<file path="src/rtl/mem_stage_pkg.sv">
// Shared definitions for the MEM stage: bus layouts,
// mem_control fields, access sizes and FSM states.
package mem_stage_pkg;

  localparam int EXE_MEM_W = 163;

  localparam int MC_LOAD  = 4;
  localparam int MC_STORE = 3;
  localparam int MC_SZ_HI = 2;
  localparam int MC_SZ_LO = 1;
  localparam int MC_SIGN  = 0;

  localparam logic [1:0] SZ_BYTE = 2'b00;
  localparam logic [1:0] SZ_HALF = 2'b01;
  localparam logic [1:0] SZ_WORD = 2'b10;

  localparam logic [3:0] WBYTES_FULL = 4'b1111;

  typedef enum logic [2:0] {
    S_IDLE,
    S_ADDR,
    S_DATA,
    S_DONE,
    S_DRAIN
  } mem_state_e;

  typedef struct packed {
    logic        inst_jbr;
    logic [4:0]  mem_control;
    logic [31:0] store_data;
    logic [31:0] exe_result;
    logic [31:0] lo_result;
    logic        hi_write;
    logic        lo_write;
    logic        mfhi;
    logic        mflo;
    logic        mtc0;
    logic        mfc0;
    logic [7:0]  cp0r_addr;
    logic        syscall;
    logic        brk;
    logic        ov_ex;
    logic        ri_ex;
    logic        eret;
    logic        wen;
    logic [4:0]  rf_wdest;
    logic [31:0] pc;
    logic [3:0]  rf_wbytes;
  } exe_mem_t;

  typedef struct packed {
    logic        wen_final;
    logic [4:0]  rf_wdest;
    logic [31:0] mem_result;
    logic [31:0] lo_result;
    logic        hi_write;
    logic        lo_write;
    logic        mtc0;
    logic        mfc0;
    logic [7:0]  cp0r_addr;
    logic        syscall;
    logic        brk;
    logic        ov_ex;
    logic        ri_ex;
    logic        eret;
    logic        adel;
    logic        ades;
    logic [31:0] pc;
    logic [3:0]  rf_wbytes;
    logic [31:0] badvaddr;
  } mem_wb_t;

  // Width follows the field list so WB unpacks it field for field.
  localparam int MEM_WB_W = $bits(mem_wb_t);

endpackage

</file>
<file path="src/rtl/mem_align.sv">
// Store strobe/data lane placement and load byte/half
// extraction with sign or zero extension.
module mem_align
  import mem_stage_pkg::*;
(
  input  logic [1:0]  addr_i,
  input  logic [1:0]  size_i,
  input  logic        sign_i,
  input  logic        full_i,
  input  logic [31:0] store_data_i,
  input  logic [31:0] rdata_i,
  output logic [3:0]  wstrb_o,
  output logic [31:0] wdata_o,
  output logic [31:0] ldata_o,
  output logic        misalign_o
);

  logic [7:0]  byte_w;
  logic [15:0] half_w;

  assign byte_w = rdata_i[{addr_i, 3'b000} +: 8];
  assign half_w = addr_i[1] ? rdata_i[31:16]
                            : rdata_i[15:0];

  always_comb begin
    wstrb_o    = 4'b1111;
    wdata_o    = store_data_i;
    ldata_o    = rdata_i;
    misalign_o = 1'b0;
    unique case (size_i)
      SZ_BYTE: begin
        wstrb_o = 4'b0001 << addr_i;
        wdata_o = {4{store_data_i[7:0]}};
        ldata_o = {{24{sign_i & byte_w[7]}},
                   byte_w};
      end
      SZ_HALF: begin
        wstrb_o = addr_i[1] ? 4'b1100 : 4'b0011;
        wdata_o = {2{store_data_i[15:0]}};
        ldata_o = {{16{sign_i & half_w[15]}},
                   half_w};
        misalign_o = addr_i[0];
      end
      default: begin
        misalign_o = full_i & (addr_i != 2'b00);
      end
    endcase
    // LWL/LWR: WB merges the whole word via rf_wbytes.
    if (!full_i) ldata_o = rdata_i;
  end

endmodule

</file>
<file path="src/rtl/mem_stage.sv">
// MEM pipeline stage: data-bus handshake FSM, alignment
// checks, load result assembly and forwarding outputs.
module mem_stage
  import mem_stage_pkg::*;
(
  input  logic                 clk,
  input  logic                 reset,
  input  logic                 MEM_valid,
  input  logic [EXE_MEM_W-1:0] EXE_MEM_bus_r,
  input  logic                 WB_allow_in,
  input  logic                 cancel,
  output logic                 data_req,
  output logic                 data_wr,
  output logic [3:0]           data_wstrb,
  output logic [31:0]          data_addr,
  output logic [31:0]          data_wdata,
  input  logic                 data_addr_ok,
  input  logic                 data_data_ok,
  input  logic [31:0]          data_rdata,
  output logic                 MEM_over,
  output logic [MEM_WB_W-1:0]  MEM_WB_bus,
  output logic [4:0]           MEM_wdest,
  output logic                 MEM_load,
  output logic                 MEM_hi_write,
  output logic                 MEM_lo_write,
  output logic [31:0]          MEM_hi_data,
  output logic [31:0]          MEM_lo_data,
  output logic                 MEM_mfhi,
  output logic                 MEM_mflo
);

  exe_mem_t   ex;
  mem_wb_t    wb;
  mem_state_e state_q, state_d;
  logic [31:0] rdata_q, rdata_d;

  logic        load, store, full, exc_in;
  logic        misalign, adel, ades, go_mem;
  logic [3:0]  wstrb;
  logic [31:0] wdata, ldata;
  logic        fwd;
  logic        unused;

  assign ex     = EXE_MEM_bus_r;
  assign unused = ex.inst_jbr;

  assign load   = ex.mem_control[MC_LOAD];
  assign store  = ex.mem_control[MC_STORE];
  assign full   = ex.rf_wbytes == WBYTES_FULL;
  assign exc_in = ex.syscall | ex.brk
                | ex.ov_ex | ex.ri_ex;

  mem_align u_align (
    .addr_i       (ex.exe_result[1:0]),
    .size_i       (ex.mem_control[MC_SZ_HI:MC_SZ_LO]),
    .sign_i       (ex.mem_control[MC_SIGN]),
    .full_i       (full),
    .store_data_i (ex.store_data),
    .rdata_i      (rdata_q),
    .wstrb_o      (wstrb),
    .wdata_o      (wdata),
    .ldata_o      (ldata),
    .misalign_o   (misalign)
  );

  assign adel   = load & misalign;
  assign ades   = store & misalign;
  assign go_mem = MEM_valid & (load | store)
                & ~misalign & ~exc_in & ~cancel;

  always_ff @(posedge clk or posedge reset) begin
    if (reset) begin
      state_q <= S_IDLE;
      rdata_q <= '0;
    end else begin
      state_q <= state_d;
      rdata_q <= rdata_d;
    end
  end

  always_comb begin
    state_d  = state_q;
    rdata_d  = rdata_q;
    data_req = 1'b0;
    MEM_over = 1'b0;
    unique case (state_q)
      S_IDLE: begin
        if (MEM_valid)
          state_d = go_mem ? S_ADDR : S_DONE;
      end
      S_ADDR: begin
        data_req = 1'b1;
        // An accepted address owes one response even if flushed.
        if (data_addr_ok)
          state_d = cancel ? S_DRAIN : S_DATA;
        else if (cancel)
          state_d = S_IDLE;
      end
      S_DATA: begin
        if (cancel) begin
          state_d = data_data_ok ? S_IDLE : S_DRAIN;
        end else if (data_data_ok) begin
          rdata_d = data_rdata;
          state_d = S_DONE;
        end
      end
      S_DONE: begin
        MEM_over = 1'b1;
        if (WB_allow_in) state_d = S_IDLE;
      end
      S_DRAIN: begin
        if (data_data_ok) state_d = S_IDLE;
      end
      default: state_d = S_IDLE;
    endcase
  end

  assign data_wr    = store;
  assign data_wstrb = store ? wstrb : 4'b0000;
  assign data_wdata = wdata;
  assign data_addr  = full ? ex.exe_result
                    : {ex.exe_result[31:2], 2'b00};

  always_comb begin
    wb            = '0;
    wb.wen_final  = ex.wen & ~ex.ov_ex & ~adel;
    wb.rf_wdest   = ex.rf_wdest;
    wb.mem_result = load ? ldata : ex.exe_result;
    wb.lo_result  = ex.lo_result;
    wb.hi_write   = ex.hi_write;
    wb.lo_write   = ex.lo_write;
    wb.mtc0       = ex.mtc0;
    wb.mfc0       = ex.mfc0;
    wb.cp0r_addr  = ex.cp0r_addr;
    wb.syscall    = ex.syscall;
    wb.brk        = ex.brk;
    wb.ov_ex      = ex.ov_ex;
    wb.ri_ex      = ex.ri_ex;
    wb.eret       = ex.eret;
    wb.adel       = adel;
    wb.ades       = ades;
    wb.pc         = ex.pc;
    wb.rf_wbytes  = ex.rf_wbytes;
    wb.badvaddr   = ex.exe_result;
  end

  assign MEM_WB_bus = wb;

  assign fwd          = MEM_valid & ~reset;
  assign MEM_wdest    = fwd ? ex.rf_wdest : 5'd0;
  assign MEM_load     = fwd & load;
  assign MEM_hi_write = fwd & ex.hi_write;
  assign MEM_lo_write = fwd & ex.lo_write;
  assign MEM_hi_data  = fwd ? ex.exe_result : 32'd0;
  assign MEM_lo_data  = fwd ? ex.lo_result : 32'd0;
  assign MEM_mfhi     = fwd & ex.mfhi;
  assign MEM_mflo     = fwd & ex.mflo;

endmodule

</file>
<file path="config.mk">
export PLATFORM = sky130hd
export DESIGN_NAME = mem_stage
export DESIGN_NICKNAME = d
export VERILOG_FILES = /design/src/rtl/mem_stage_pkg.sv /design/src/rtl/mem_align.sv /design/src/rtl/mem_stage.sv
export SDC_FILE = /design/constraint.sdc
export NUM_CORES = 1
export LEC_CHECK = 0
export CORE_AREA = 2 2 194 196
export DETAILED_ROUTE_END_ITERATION = 12
export DIE_AREA = 0 0 196 198
export PLACE_DENSITY = 0.44
export SYNTH_ARGS = -nofsm -noshare
export SYNTH_HDL_FRONTEND = slang
export SYNTH_HIERARCHICAL = 1
export SYNTH_SLANG_ARGS = --single-unit
</file>
<file path="constraint.sdc">
create_clock -name clk -period 2.32 [get_ports clk]
set_input_delay 0.232 -clock clk [delete_from_list [all_inputs] [get_ports clk]]
set_output_delay 0.232 -clock clk [all_outputs]
set_load 0.005 [all_outputs]
</file>
; Word-level counts from Yosys, hierarchy flattened
; Cells that the tools add are included.
[totals]
output_inout_bits = 302
ff_bits = 35
in_bits = 202
elab_cells = 73
[classes]
n_mux = 26
n_shift = 2
n_reduce_logical = 5
eq_ne = 11
bitwise = 27
[op_table]
columns = op, n
row1 = 32-bit two-way mux, 4
row2 = 32-bit one-hot mux with 2 select lines, 2
row3 = 32-bit by 6-bit indexed part select with 8-bit output, 1
row4 = 3-bit two-way mux, 9
row5 = 1-bit bitwise AND, 17
row6 = 16-bit two-way mux, 1
row7 = 3-bit one-hot mux with 5 select lines, 1
row8 = 4-bit two-way mux, 2
row9 = 4-bit one-hot mux with 2 select lines, 1
row10 = "3-bit by 2-bit equality test with 1-bit output, second input constant", 2
row11 = "2-bit != test, second input constant", 3
row12 = "3-bit != test, second input constant", 2
row13 = 1-bit NOT, 6
row14 = 5-bit two-way mux, 1
row15 = 5-bit AND reduction, 1
row16 = "4-bit equality test, second input constant", 1
row17 = 2-bit two-way mux, 2
row18 = 1-bit bitwise OR, 4
row19 = "1-bit by 2-bit << shifter with 4-bit output, first input constant", 1
row20 = "3-bit by 1-bit equality test with 1-bit output, second input constant", 1
row21 = "3-bit equality test, second input constant", 1
row22 = 3-bit logical NOT, 1
row23 = 3-bit AND reduction, 1
row24 = "2-bit by 1-bit equality test with 1-bit output, second input constant", 1
row25 = other kinds (4), 5

; Longest topological paths before layout
[logic_depth]
word_depth = 10
depth_mapped = 9

; Hierarchy
; Netlist, hierarchy kept.
[modules_own_cells]
columns = module, n_inst, area_each_um2, cells_per_inst
row1 = mem_stage, 1, 3694.8, 386
row2 = mem_align, 1, 1497.7, 207

; Worst setup path before layout
; No wires, ideal clock.
[synth_timing]
kind = input port to output port
from = input port EXE_MEM_bus_r[2]
to = output port MEM_WB_bus[119]
stages = 6
path_slack_ns = 0.554
path_buffers = 1
t_required_ns = 2.088
t_arrival_ns = 1.534
path_cell_list = and4_1 -> or3b_2 -> clkbuf_1 -> o22ai_1 -> a21oi_1 -> mux2_2
[synth_via]
elab_chain_cells = 3
[synth_rtl]
columns = element, line
row1 = start: declaration, mem_stage.sv:9  ; input logic [EXE_MEM_W-1:0] EXE_MEM_bus_r,
row2 = 4-bit equality test, mem_stage.sv:49  ; assign full = ex.rf_wbytes == WBYTES_FULL;
row3 = 32-bit two-way mux, mem_align.sv:49  ; if (!full_i) ldata_o = rdata_i;
row4 = named net ldata[0], mem_stage.sv:40  ; logic [31:0] wdata, ldata;
row5 = 32-bit two-way mux, mem_stage.sv:128  ; wb.mem_result = load ? ldata : ex.exe_result;
row6 = end: declaration, mem_stage.sv:21  ; output logic [MEM_WB_W-1:0] MEM_WB_bus,
; The timed path passes the listed nets, and every way through them passes these cells.

; Final worst setup path
[layout_timing]
from = register rdata_q[23]
to = output port MEM_WB_bus[131]
[layout_via]
elab_chain_cells = 5
[layout_rtl]
columns = element, line
row1 = start: declaration, mem_stage.sv:35  ; logic [31:0] rdata_q, rdata_d;
row2 = start signal: assignment, mem_stage.sv:77  ; rdata_q <= rdata_d;
row3 = 32-bit by 6-bit indexed part select with 8-bit output, mem_align.sv:21  ; assign byte_w = rdata_i[{addr_i, 3'b000} +: 8];
row4 = 1-bit bitwise AND, mem_align.sv:34  ; ldata_o = {{24{sign_i & byte_w[7]}},
row5 = 32-bit one-hot mux with 2 select lines, mem_align.sv:30  ; unique case (size_i)
row6 = 32-bit two-way mux, mem_align.sv:49
row7 = named net ldata[12], mem_stage.sv:40
row8 = 32-bit two-way mux, mem_stage.sv:128
; The timed path passes the listed nets, and every way through them passes these cells.

==> results.py <==
metrics = {
    "worst_setup_path": {
        "cp.arrival_ns": 2.06,
        "crit_path_cell_trace": "mux2_4, a22oi_2, buf_12, buf_12, o211ai_1, mux2_4, buf_6",
        "cpPeakStageDelay_ns": 0.39,
        "cp_max_fo": 8,
        "start_kind": "flop",
        "cp.required_ns": 2.09,
        "cpMaxStageDelayCell": "dfrtp_1",
        "cp-end-kind": "output pin",
        "path_class": "flop to output pin",
    },
    "sta": {
        "fmax_ghz": 0.436,
        "hold_viol": 0,
        "clock_skew_ns": 0.00543,
        "fin_crit_sh_pct": 98.9,
        "setup_viol": 0,
        "min_period_ns": 2.29,
        "worst_slew_pin_slew_ns": 0.465,
        "max_slew_margin_pct": 69.0,
        "grt_setup_unrepaired": "true",
        "report.final.slew_viol_count": 0,
        "layout_setup_ws_ns": 0.0265,
    },
    "place": {
        "dpl.hpwl_um": 23800,
        "place_congestion": 0.752,
        "pre_cts_ws_ns": -0.625,
        "port_buffers": 416,
        "dpl-instance-area_mm2": 0.00910,
    },
    "layout": {
        "multi_input_area_mm2": 0.00307,
        "area_growth_pct": 84.6,
        "fin_area_mm2": 0.00959,
        "finalNetCount": 1084,
        "ff_latch_area_um2": 877,
        "fill_cells": 3997,
        "layout-drive-gt1-share_pct": 27.9,
    },
    "power_and_ir_drop": {
        "p_leak_nw": 3.92,
        "p_sw_mw": 1.99,
        "power_frac_seq_pct": 23.4,
        "p_int_mw": 3.65,
        "p_per_area_mw_per_mm2": 587,
        "swShare_pct": 35.3,
        "power.share.combinational_pct": 62.9,
        "clkPwrFrac_pct": 13.7,
        "ir_drop_mv": 0.306,
    },
    "synthesis": {
        "yosys_warnings": 6,
        "syn_inst": 593,
        "netlist_top_cells_area": "buf_4 (24%), dfrtp_1 (17%), mux2_2 (11%)",
        "syn_area_mm2": 0.00519,
        "yosysUniqueCellTypes": 43,
        "synth_nets": 795,
        "synth-seq-cells": 35,
        "synth.top_cell.area_share_pct": 24.0,
        "yosysTopAreaCell": "buf_4",
        "ys_seq_area_share_pct": 16.9,
        "avgSynthCellArea_um2": 8.76,
    },
    "clock_network": {
        "clk_pin_slew_ns": 0.05,
        "hold_buffers": 0,
        "clock-root-buffer": "clkbuf_16",
        "cts_sinks": 35,
        "cts_buffer_depth": 2,
        "cts_buffers": 5,
        "worstSkewPairLatency_ns": 0.28,
        "cts_tree": "yes",
        "htree_levels": 2,
    },
    "drt": {
        "drc": 0,
        "postRouteAntennaNets": 0,
        "routed-via-count": 5157,
        "via_per_inst": 3.78,
        "drt_iter0_drc": 184,
        "wl_per_cell_um": 20.8,
        "first_pass_iters": 6,
        "drt_wl_total_um": 28400,
    },
    "floorplanning": {
        "fp.dieW_um": 196,
        "io_pins": 504,
        "core_area_mm2": 0.0370,
        "rows": 71,
        "start_util_pct": 14.1,
        "fp.dieH_um": 198,
        "dieArea_mm2": 0.0388,
    },
    "worst_hold_path": {
        "hold_path.class": "primary input to output pin",
    },
    "global_routing": {
        "grt_antenna_before_repair": 16,
        "grt_usage_pct": 13.9,
        "overflow": 0,
        "grt_pass1_wl_um": 39200,
        "grt_pass1_vias": 5193,
        "grt_max_degree": 36,
    },
    "flow_run": {
        "max_cap_violations": 0,
    },
    "outcome": {
        "status": "finished, final reports clean",
    },
}
-- worst max-delay path: cells and delay by family, from the launching register on --
family	cells	cell delay (ns)
AO/OA/AOI/OAI	2	0.39
flip-flops	1	0.39
multiplexers	2	0.59
buffers and inverters	3	0.41
-- cell type report --
type	count	area share, %
Timing Repair Buffer	485	50.5
Multi-Input combinational cell	351	32.1
Sequential cell	35	9.15
Tap cell	474	6.19
Clock buffer	5	1.31
Clock inverter	3	0.457
Antenna cell	7	0.183
Inverter	4	0.170
-- cells in the mapped netlist (all sizes together) --
master / n
o21ai: 23
a211oi: 1
and4b: 8
clkinv: 1
o31ai: 8
and3b: 1
nor3b: 3
clkbuf: 18
and4: 1
mux2: 83
or3b: 1
a21oi: 40
o22ai: 8
o2111ai: 1
nor4: 1
mux2i: 9
nor3: 3
a22oi: 1
o211ai: 10
nor2: 6
a21o: 2
nor2b: 12
nand4b: 1
nand2b: 3
o21bai: 2
nand2: 22
a31oi: 1
or2: 7
and2: 84
buf: 186
mux4: 7
nand3b: 1
inv: 3
dfrtp: 35
-- per-stage QoR --
stage / TNS [ns] / power, mW / utilization, % / hold slack, ns / instances
6_report: 0 / 5.63 / 25.9 / 0.464 / 1364
4_1_cts: -0.0740 / 5.62 / 25.7 / 0.464 / 1357
3_5_place_dp: -18.00 / 4.74 / 24.6 / 0.464 / 1339
5_1_grt: -0.257 / 6.00 / 25.9 / 0.464 / 1359
3_3_place_gp: -19.02 / 4.76 / 24.6 / 0.464 / 1339
2_1_floorplan: 0 / 2.94 / - / 0.368 / 593
-- cell usage in the layout, fill, tap and decap left out, types with 3 or more instances in the layout --
| cell type | count |
|---|---|
| buf_12 | 14 |
| buf_2 | 12 |
| a21oi_2 | 13 |
| mux2i_1 | 9 |
| nor2b_1 | 10 |
| dfrtp_1 | 34 |
| or2_2 | 7 |
| and4b_1 | 8 |
| mux4_2 | 6 |
| nor2_1 | 4 |
| and2_1 | 84 |
| a21oi_1 | 26 |
| clkdlybuf4s15_2 | 4 |
| mux2_2 | 34 |
| clkbuf_2 | 5 |
| o21ai_0 | 19 |
| nand2_1 | 21 |
| o21ai_1 | 3 |
| o211ai_1 | 8 |
| buf_4 | 45 |
| clkbuf_16 | 5 |
| diode_2 | 7 |
| o31ai_1 | 6 |
| buf_6 | 21 |
| clkdlybuf4s50_1 | 374 |
| dlygate4sd2_1 | 7 |
| o22ai_2 | 6 |
| inv_1 | 3 |
| mux2_4 | 49 |
| nand2b_1 | 3 |
-- what timing repair did --
item / 4_1_cts / 5_1_grt
setup buffers: 8 / 2
pin swaps: 8 / 5
cloned: 4 / 0
gates resized for setup: 177 / 32
setup endpoints to repair: 45 / 24
-- sequential cells by signal, indices dropped and copies added (netlist names) --
signal   flops
state_q      3
rdata_q     32
-- worst paths after layout --
check / startpoint / end / slack (ns) / cells after the start
setup / recovery: rdata_q[23]$_DFFE_PP0P_ / MEM_WB_bus[131] / 0.03 / 7
hold / removal: EXE_MEM_bus_r[7] / MEM_WB_bus[39] / 0.46 / 0
setup reg to reg: state_q[2]$_DFFE_PP0P_ / rdata_q[28]$_DFFE_PP0P_ / 0.57 / 4
hold reg to reg: rdata_q[8]$_DFFE_PP0P_ / rdata_q[8]$_DFFE_PP0P_ / 0.59 / 1
max in group asynchronous: reset / rdata_q[25]$_DFFE_PP0P_ / 1.49 / 3
min in group asynchronous: reset / rdata_q[16]$_DFFE_PP0P_ / 0.47 / 3
-- cell families after synthesis --
kind of cell           after synthesis  share of synthesized area [%]
AO/OA/AOI/OAI                       97                           11.3
buffers and inverters              208                           28.3
flip-flops                          35                           16.9
multiplexers                        99                           25.2
AND/OR/NAND/NOR                    154                           18.4
-- routing by layer --
| metal | wire length, um | global-route usage, % |
|---|---|---|
| met5 | 99 | 0 |
| met3 | 2280 | 4.80 |
| met4 | 558 | 3.76 |
| met1 | 11500 | 16.6 |
| met2 | 14000 | 23.8 |
-- power by group through the flow --
stage / logic (mW) / clock network [mW] / registers, mW
2_1_floorplan: 1.79 / 0 / 1.15
3_3_place_gp: 3.44 / 0 / 1.32
3_5_place_dp: 3.43 / 0 / 1.32
4_1_cts: 3.52 / 0.788 / 1.31
5_1_grt: 3.82 / 0.811 / 1.36
6_report: 3.54 / 0.769 / 1.32
Power figures use the tool's default switching activity.
